--- src/rtl/ah_snoop_wr_arb_pkg.sv ---
// Shared types and constants for the snooping write arbiter.
package ah_snoop_wr_arb_pkg;

    typedef enum logic [1:0] {
        IDLE,
        SNOOP,
        RESOLVE,
        WRITE
    } state_t;

    localparam int DW_DEF   = 40;
    localparam int NREQ_DEF = 4;
    localparam int CNT_W    = 16;

    // Counters stick at all-ones instead of wrapping back to zero.
    function automatic logic [CNT_W-1:0] sat_inc(input logic [CNT_W-1:0] v);
        return (&v) ? v : v + 1'b1;
    endfunction

endpackage

--- src/rtl/ah_snoop_wr_arb_rr_pick.sv ---
// Combinational round-robin picker: first set request at or after last_grant+1.
module ah_rr_pick
    import ah_snoop_wr_arb_pkg::*;
#(
    parameter int NREQ = NREQ_DEF,
    parameter int IW   = (NREQ > 1) ? $clog2(NREQ) : 1
) (
    input  logic [NREQ-1:0] req,
    input  logic [IW-1:0]   last_grant,
    output logic [IW-1:0]   grant,
    output logic            any_valid
);

    always_comb begin
        // NOTE: give every output a default first so no latch is inferred.
        grant     = '0;
        any_valid = 1'b0;
        for (int k = 1; k <= NREQ; k++) begin
            if (!any_valid && req[(int'(last_grant) + k) % NREQ]) begin
                grant     = IW'((int'(last_grant) + k) % NREQ);
                any_valid = 1'b1;
            end
        end
    end

endmodule

--- src/rtl/ah_snoop_wr_arb.sv ---
// Arbitrates requesters into a FIFO, snooping it first and dropping payloads it already holds.
module ah_snoop_wr_arb
    import ah_snoop_wr_arb_pkg::*;
#(
    parameter int DW   = DW_DEF,
    parameter int NREQ = NREQ_DEF
) (
    input  logic               clk,
    input  logic               rstn,
    input  logic [NREQ-1:0]    req_valid,
    input  logic [NREQ*DW-1:0] req_data,
    output logic [NREQ-1:0]    req_ack,
    output logic [NREQ-1:0]    req_dup,
    output logic [DW-1:0]      f_wdata,
    output logic               f_wvalid,
    input  logic               f_wready,
    output logic [DW-1:0]      f_sdata,
    output logic               f_svalid,
    input  logic               f_smatch,
    output logic [CNT_W-1:0]   drop_cnt,
    output logic [CNT_W-1:0]   wr_cnt
);

    localparam int IW = (NREQ > 1) ? $clog2(NREQ) : 1;

    state_t          state;
    logic [IW-1:0]   idx;
    logic [IW-1:0]   last_grant;
    logic [IW-1:0]   pick;
    logic            any_valid;
    logic [DW-1:0]   lat_data;
    logic [DW-1:0]   pick_data;

    ah_rr_pick #(.NREQ(NREQ), .IW(IW)) u_pick (
        .req        (req_valid),
        .last_grant (last_grant),
        .grant      (pick),
        .any_valid  (any_valid)
    );

    assign pick_data = req_data[int'(pick)*DW +: DW];

    // Acks are combinational: the snoop hit and write ready arrive in the ack cycle itself.
    always_comb begin
        req_ack = '0;
        req_dup = '0;
        if (!rstn) begin
            if (state == RESOLVE && f_smatch) begin
                req_ack[idx] = 1'b1;
                req_dup[idx] = 1'b1;
            end else if (state == WRITE && f_wready) begin
                req_ack[idx] = 1'b1;
            end
        end
    end

    // NOTE: sequential state uses <= so every register sees pre-edge values.
    always_ff @(posedge clk) begin
        if (rstn) begin
            state      <= IDLE;
            idx        <= '0;
            last_grant <= IW'(NREQ - 1);
            lat_data   <= '0;
            f_svalid   <= 1'b0;
            f_sdata    <= '0;
            f_wvalid   <= 1'b0;
            f_wdata    <= '0;
            drop_cnt   <= '0;
            wr_cnt     <= '0;
        end else begin
            case (state)
                IDLE: begin
                    if (any_valid) begin
                        idx      <= pick;
                        lat_data <= pick_data;
                        f_svalid <= 1'b1;
                        f_sdata  <= pick_data;
                        state    <= SNOOP;
                    end
                end
                SNOOP: begin
                    f_svalid <= 1'b0;
                    f_sdata  <= '0;
                    state    <= RESOLVE;
                end
                RESOLVE: begin
                    if (f_smatch) begin
                        drop_cnt   <= sat_inc(drop_cnt);
                        last_grant <= idx;
                        state      <= IDLE;
                    end else begin
                        f_wvalid <= 1'b1;
                        f_wdata  <= lat_data;
                        state    <= WRITE;
                    end
                end
                WRITE: begin
                    if (f_wready) begin
                        wr_cnt     <= sat_inc(wr_cnt);
                        last_grant <= idx;
                        f_wvalid   <= 1'b0;
                        f_wdata    <= '0;
                        state      <= IDLE;
                    end
                end
                default: state <= IDLE;
            endcase
        end
    end

endmodule

--- config.mk ---
export PLATFORM = sky130hd
export DESIGN_NAME = ah_snoop_wr_arb
export DESIGN_NICKNAME = d
export VERILOG_FILES = /design/src/rtl/ah_snoop_wr_arb_pkg.sv /design/src/rtl/ah_snoop_wr_arb_rr_pick.sv /design/src/rtl/ah_snoop_wr_arb.sv
export SDC_FILE = /design/constraint.sdc
export NUM_CORES = 1
export LEC_CHECK = 0
export BUFFER_PORTS_ARGS = -buffer_cell sky130_fd_sc_hd__buf_2
export CAP_MARGIN = 20
export CORE_UTILIZATION = 40
export CTS_CLUSTER_SIZE = 40
export DETAILED_ROUTE_END_ITERATION = 16
export GPL_ROUTABILITY_DRIVEN = 0
export PLACE_DENSITY = 0.69
export SYNTH_ARGS = -nofsm -noshare
export SYNTH_HDL_FRONTEND = slang
export SYNTH_HIERARCHICAL = 1
export SYNTH_SLANG_ARGS = --single-unit
--- constraint.sdc ---
create_clock -name clk -period 2.2 [get_ports clk]
set_input_delay 0.11 -clock clk [delete_from_list [all_inputs] [get_ports clk]]
set_output_delay 0.11 -clock clk [all_outputs]
set_load 0.02 [all_outputs]
======== After elaboration in Yosys (flattened, before gate mapping) ========
Cells that the tools add are included.
storage, ports and cells
  register bits ........................... 160
  latch bits .............................. 0
  memory bits (writable) .................. 0
  ROM bits ................................ 0
  bits of input ports ..................... 168
  logic and storage cells ................. 106
  memories kept ........................... 0
cells by class
  $add $sub $neg .......................... 6
  multipliers ............................. 1
  div/mod/pow operators ................... 0
  order comparisons ....................... 6
  equality and inequality tests ........... 7
  shifts and indexed selects .............. 1
  muxes and demuxes ....................... 44
  bitwise operators ....................... 6
  reductions and logical operators ........ 25
operators with widths
  cell                                                                   number
  40-bit one-hot mux with 2 select lines                                 2
  160-bit by 9-bit variable part select with 40-bit output               1
  40-bit two-way mux                                                     3
  16-bit by 1-bit adder with 16-bit output (second input constant)       2
  16-bit AND reduction                                                   2
  4-bit two-way mux                                                      5
  2-bit two-way mux                                                      9
  3-bit by 4-bit < comparator with 1-bit output (second input constant)  4
  1-bit two-way mux                                                      16
  3-bit AND reduction                                                    4
  1-bit binary-select mux with 2-bit select                              4
  2-bit != test (second input constant)                                  4
  2-bit one-hot mux with 4 select lines                                  1
  2-bit OR reduction                                                     4
  1-bit logical AND                                                      6
  2-bit AND reduction                                                    3
  2-bit by 3-bit multiplier with 5-bit output (second input constant)    1
  2-bit by 1-bit adder with 2-bit output (second input constant)         2
  2-bit adder (second input constant)                                    2
  1-bit bitwise AND (first input constant)                               4
  2-bit equality test (second input constant)                            2
  1-bit one-hot mux with 2 select lines                                  2
  2-bit one-hot mux with 2 select lines                                  1
  2-bit nonzero test                                                     2
  other kinds (7)                                                        10

======== Depth between registers and ports, before layout ========
  depth in word-level cells ............... 20
  gate-level depth with buffers ........... 8

======== By module ========
The synthesis kept the hierarchy.
modules (own cells, without submodules)
  module           times used  cells an instance  area an instance (sq um)  seq. area each (sq um)
  ah_snoop_wr_arb  1           728                6,776.5                   3,203.1
  ah_rr_pick       1           14                 91.3                      0.0

======== Worst setup path after synthesis ========
Ideal clock, no wire load.
  path type ............................... register to register
  from .................................... register drop_cnt[0]
  to ...................................... register drop_cnt[12]
  setup time .............................. 0.070 ns
  arrival time ............................ 1.993 ns
  data required time ...................... 2.130 ns
  slack ................................... 0.137 ns
  stages on the path, launching flop included .. 7
  period minus slack after synthesis ...... 2.063 ns
  path through ............................ dfxtp_1 ha_1 nand4_1 or4_1 clkbuf_2 or4_1 a21oi_1
between the ends
  cells in the longest elaborated chain, start to end .. 3
  elaborated cells on any way between the ends .. 4
  those cells by class .................... 1 x add/sub; 1 x bitwise; 2 x reduce/logical
RTL lines
  what                                                                                              line                   source
  from (decl)                                                                                       ah_snoop_wr_arb.sv:20  output logic [CNT_W-1:0] drop_cnt,
  from (signal assigned)                                                                            ah_snoop_wr_arb.sv:88  drop_cnt <= sat_inc(drop_cnt);
  parallel branches: the longest is 3 deep, another holds 16-bit by 1-bit adder with 16-bit output  -
Parallel ways; which one is timed is not known.
A chain may end at the register's enable or synchronous reset.

======== Worst setup path after layout ========
  from .................................... register last_grant[1]
  to ...................................... register f_sdata[37]
between the ends
  cells in the longest elaborated chain, start to end .. 18
  elaborated cells on any way between the ends .. 36
  those cells by class .................... 4 x add/sub; 1 x mul; 1 x eq/ne; 1 x shift; 22 x mux; 7 x reduce/logical
RTL lines
  what                                                          line                           source
  from (decl)                                                   ah_snoop_wr_arb.sv:28          logic [IW-1:0] last_grant;
  from (signal assigned)                                        ah_snoop_wr_arb.sv:62          last_grant <= IW'(NREQ - 1);
  from (signal assigned)                                        ah_snoop_wr_arb.sv:89          last_grant <= idx;
  from (signal assigned)                                        ah_snoop_wr_arb.sv:100         last_grant <= idx;
  2-bit by 1-bit adder with 2-bit output                        ah_snoop_wr_arb_rr_pick.sv:19  if (!any_valid && req[(int'(last_grant) + k) % NREQ]) begin
  1-bit binary-select mux with 2-bit select                     ah_snoop_wr_arb_rr_pick.sv:19
  1-bit two-way mux (implied by the code) (2 in series)         ah_snoop_wr_arb_rr_pick.sv:19
  1-bit two-way mux                                             ah_snoop_wr_arb_rr_pick.sv:19
  1-bit zero test                                               ah_snoop_wr_arb_rr_pick.sv:19
  1-bit logical AND                                             ah_snoop_wr_arb_rr_pick.sv:19
  1-bit two-way mux                                             ah_snoop_wr_arb_rr_pick.sv:19
  1-bit zero test                                               ah_snoop_wr_arb_rr_pick.sv:19
  [... 2 more ...]                                              -
  1-bit zero test                                               ah_snoop_wr_arb_rr_pick.sv:19
  1-bit logical AND                                             ah_snoop_wr_arb_rr_pick.sv:19
  2-bit two-way mux (*)                                         ah_snoop_wr_arb_rr_pick.sv:19
  via pick[0]                                                   ah_snoop_wr_arb.sv:29          logic [IW-1:0] pick;
  2-bit by 3-bit multiplier with 5-bit output (*)               ah_snoop_wr_arb.sv:41          assign pick_data = req_data[int'(pick)*DW +: DW];
  160-bit by 9-bit variable part select with 40-bit output (*)  ah_snoop_wr_arb.sv:41
  40-bit two-way mux (*)                                        ah_snoop_wr_arb.sv:73          if (any_valid) begin
  40-bit one-hot mux with 2 select lines (*)                    ah_snoop_wr_arb.sv:71          case (state)
  to (signal assigned)                                          ah_snoop_wr_arb.sv:77          f_sdata <= pick_data;
  to (decl)                                                     ah_snoop_wr_arb.sv:17          output logic [DW-1:0] f_sdata,
The timed path passes the listed nets; every way through them passes the cells marked *. The select of a mux whose other input is x is not followed.

==> impl_summary.txt <==
----------------------------------------------------
[Outcome]
  Run status ... complete, no violations

[Timing]
  Number of hold violations in the final report ... 0
  Worst path setup slack after routing ... 0.144 ns
  Shortest clock period the worst path allows after layout ... roughly 2.1 ns
  Fmax ... ~500 MHz
  Share of the clock period used by the worst path after layout ... between 90% and 100%
  Setup-violating endpoint count in the final report ... 0
  Slew of the pin with the lowest slew margin ... between 0.6 and 0.7 ns
  Final Hold Slack ... around 0.028 ns
  RSZ-0062 raised after global routing ... false
  Worst-case clock skew ... between 0.008 and 0.009 ns
  Slew Limit Headroom ... between 50 and 60%
  Final number of max-transition violations ... 0
  Total negative slack ... 0 ns

[Final layout]
  Number of nets in the layout ... around 1200
  Most common cell after layout, fill and taps aside ... buf_2
  Utilization after layout ... between 50% and 60%
  Proportion of layout cells with a drive suffix above 1 ... between 30% and 40%
  Layout Area Growth over Synthesis ... 34.8%
  Commonest non-fill, non-tap cells in the layout ... buf_2, dfxtp_1, nand2_1, a21oi_1, nor2_1

[Min path]
  Type of the tightest min-delay check ... input port to flip-flop

[Setup path]
  Flop-to-flop setup slack ... around 0.14 ns
  Type of origin of the critical path ... flip-flop
  WS Path Type ... flip-flop to flip-flop
  Nature of the critical path endpoint ... flip-flop
  Worst path arrival time ... 2.34 ns
  Critical Path RT ... 2.49 ns
  Largest driver fanout on the critical path ... 21

[Floorplan]
  Core ar. ... ~17000 sq um
  Floorplan die area ... roughly 18000 sq um
  I/O pin total ... slightly below 300
  Number of rows created at floorplan ... 47
  Horizontal extent of the die ... 133 um
  Initial standard-cell utilization of the core ... about two fifths
  Height of the chip ... 133 um

[Clocking]
  Clock tree root driver cell ... clkbuf_16
  Post-cts sizing count ... 0
  CTS tree ... done
  CTS H-Tree Depth ... 4
  Reg clk slew, reported paths ... 0.07 ns
  Clock Sinks ... 160
  Post-cts hold buffer count ... 0
  Maximum count of clock buffers along a single path ... 2
  Clk_lat worst skew ... roughly 0.42 ns
  Post-CTS Setup Repair Bufs ... 0
  Total clock buffers created by CTS ... 17

[Route]
  Mean routed wirelength per cell ... ~17 um
  Antenna viol nets, final ... 0
  Detailed-routing iteration count for the pre-antenna-repair pass ... 5
  Total via count in the routed design ... 6685
  Number of vias per cell after detailed routing ... 5.34
  Drt total wl ... between 20 and 25 mm
  Drt initial violations ... 275
  Total DRC errors in the routed layout ... 0

[Placed design]
  Number of buffers inserted by port buffering ... between 200 and 300
  Post-detail-place hpwl ... ~15 mm
  Place WS ... about 0.17 ns

[Pwr]
  Peak ir drop on the vdd network ... 0.000499 V
  Overall power after layout ... 7430 uW
  Leakage power figure ... around 0.0040 uW
  Total power density per cell area ... 803 nW/um^2

[Logic synthesis]
  Netlist cell types ... 45
  Post-synthesis area per instance ... between 9 and 10 sq um
  Synth Flop Type ... dfxtp_1
  Post-synthesis register bit count ... 160
  Instance count of the mapped netlist ... 742
  Syn. warnings ... 6
  Post-synthesis cell area ... 6870 sq um
  Biggest area consumer among synthesized cells ... dfxtp_1
  Top area cells in the synthesized netlist ... dfxtp_1, mux4_2, a21oi_1, nand2_1, a22oi_1
  Post-synth EDFFs ... 0
  Fraction of synthesized cell area taken by the top area cell type ... 46.6%
  Post-synthesis sequential area ratio ... a little under half
  Share of synthesized registers carrying an async set or reset ... 0%
  Synthesized net count ... 912

[Job]
  Max Cap Viol ... 0

[GRT]
  Wire length of the first global-routing pass ... 32.2 mm
  GRT Overall Usage ... 23.5%
  Number of antenna violations at the first check in global routing ... 3
  Vias in the first global route ... 6319
  Grt total ovfl ... 0
  Maximum number of pins on one net before global-route repair ... between 50 and 60

----------------------------------------------------
power by group:
group          internal (uW)  switching, uW  leakage (uW)
logic                    590            767       0.00239
clock network           1620           1220      0.000262
registers               3120            118       0.00131
flip-flops by register name (all words and copies together) (netlist names):
| register | cells |
|---|---|
| f_sdata | 40 |
| f_wdata | 40 |
| lat_data | 40 |
| drop_cnt | 16 |
| wr_cnt | 16 |
| idx | 2 |
| last_grant | 2 |
| state | 2 |
| f_svalid | 1 |
| f_wvalid | 1 |
synth_stat cells, types with 2 or more instances:
| library cell | number |
|---|---|
| or4_1 | 21 |
| mux4_2 | 40 |
| nand4_1 | 8 |
| and3_1 | 3 |
| mux2i_1 | 4 |
| inv_1 | 9 |
| nand3_1 | 12 |
| buf_1 | 7 |
| o21ai_0 | 9 |
| or2_2 | 2 |
| nor2_1 | 53 |
| buf_2 | 6 |
| ha_1 | 2 |
| or3_1 | 7 |
| nor3_1 | 5 |
| dfxtp_1 | 160 |
| and4_1 | 4 |
| a211oi_1 | 2 |
| nor4_1 | 4 |
| nand2_1 | 144 |
| a21oi_1 | 114 |
| a31oi_1 | 3 |
| a22oi_1 | 40 |
| clkbuf_1 | 43 |
| o31ai_1 | 18 |
| nand2b_1 | 3 |
area by class of cell:
cell class                      count  area, sq um
Fill cell                        1572         7450
Antenna cell                        3         7.51
Inverter                            9         33.8
Timing Repair Buffer              314         1720
Sequential cell                   160         3200
Clock buffer                       20          457
Clock inverter                     11          108
Multi-Input combinational cell    515         3450
Tap cell                          220          275
critical path, stage by stage, from the launching register on:
cell,delay (ns)
dfxtp_1,0.44
nand2b_1,0.17
a21oi_2,0.08
o221ai_4,0.26
buf_12,0.26
mux4_2,0.53
nand2_1,0.11
a21oi_1,0.07
layer usage:
layer	vias to the layer above	GRT usage [%]	part of all wire, %
met5	-	0	0.048
met4	2	10.0	2.5
met3	34	4.94	5.6
met2	250	40.9	51
met1	3144	27.8	41
li1	3255	-	-
kinds of logic after synthesis:
group	after synthesis	synth area share [%]
xor gates and xnor gates	1	0.128
and+or+nand+nor	275	18.5
AOI/OAI and AO/OA	192	16.6
adders and majority gates	2	0.364
muxes	45	13.9
buffers and inverters	67	3.90
DFF	160	46.6
worst paths after layout:
kind,start,to,depth (start not counted)
worst max register to register,last_grant[1],f_sdata[37],7
worst min register to register,f_sdata[16],f_sdata[16],2
worst min-delay path,f_wready,state[0],4
worst max-delay path,last_grant[1],f_sdata[37],7
stage by stage:
step,instance area [sq um],instances
global placement,8680,1218
CTS,9250,1249
global route,9250,1251
floorplan,6870,742
detailed placement,8680,1218
finish,9260,1252
Power figures use the tool's default switching activity.
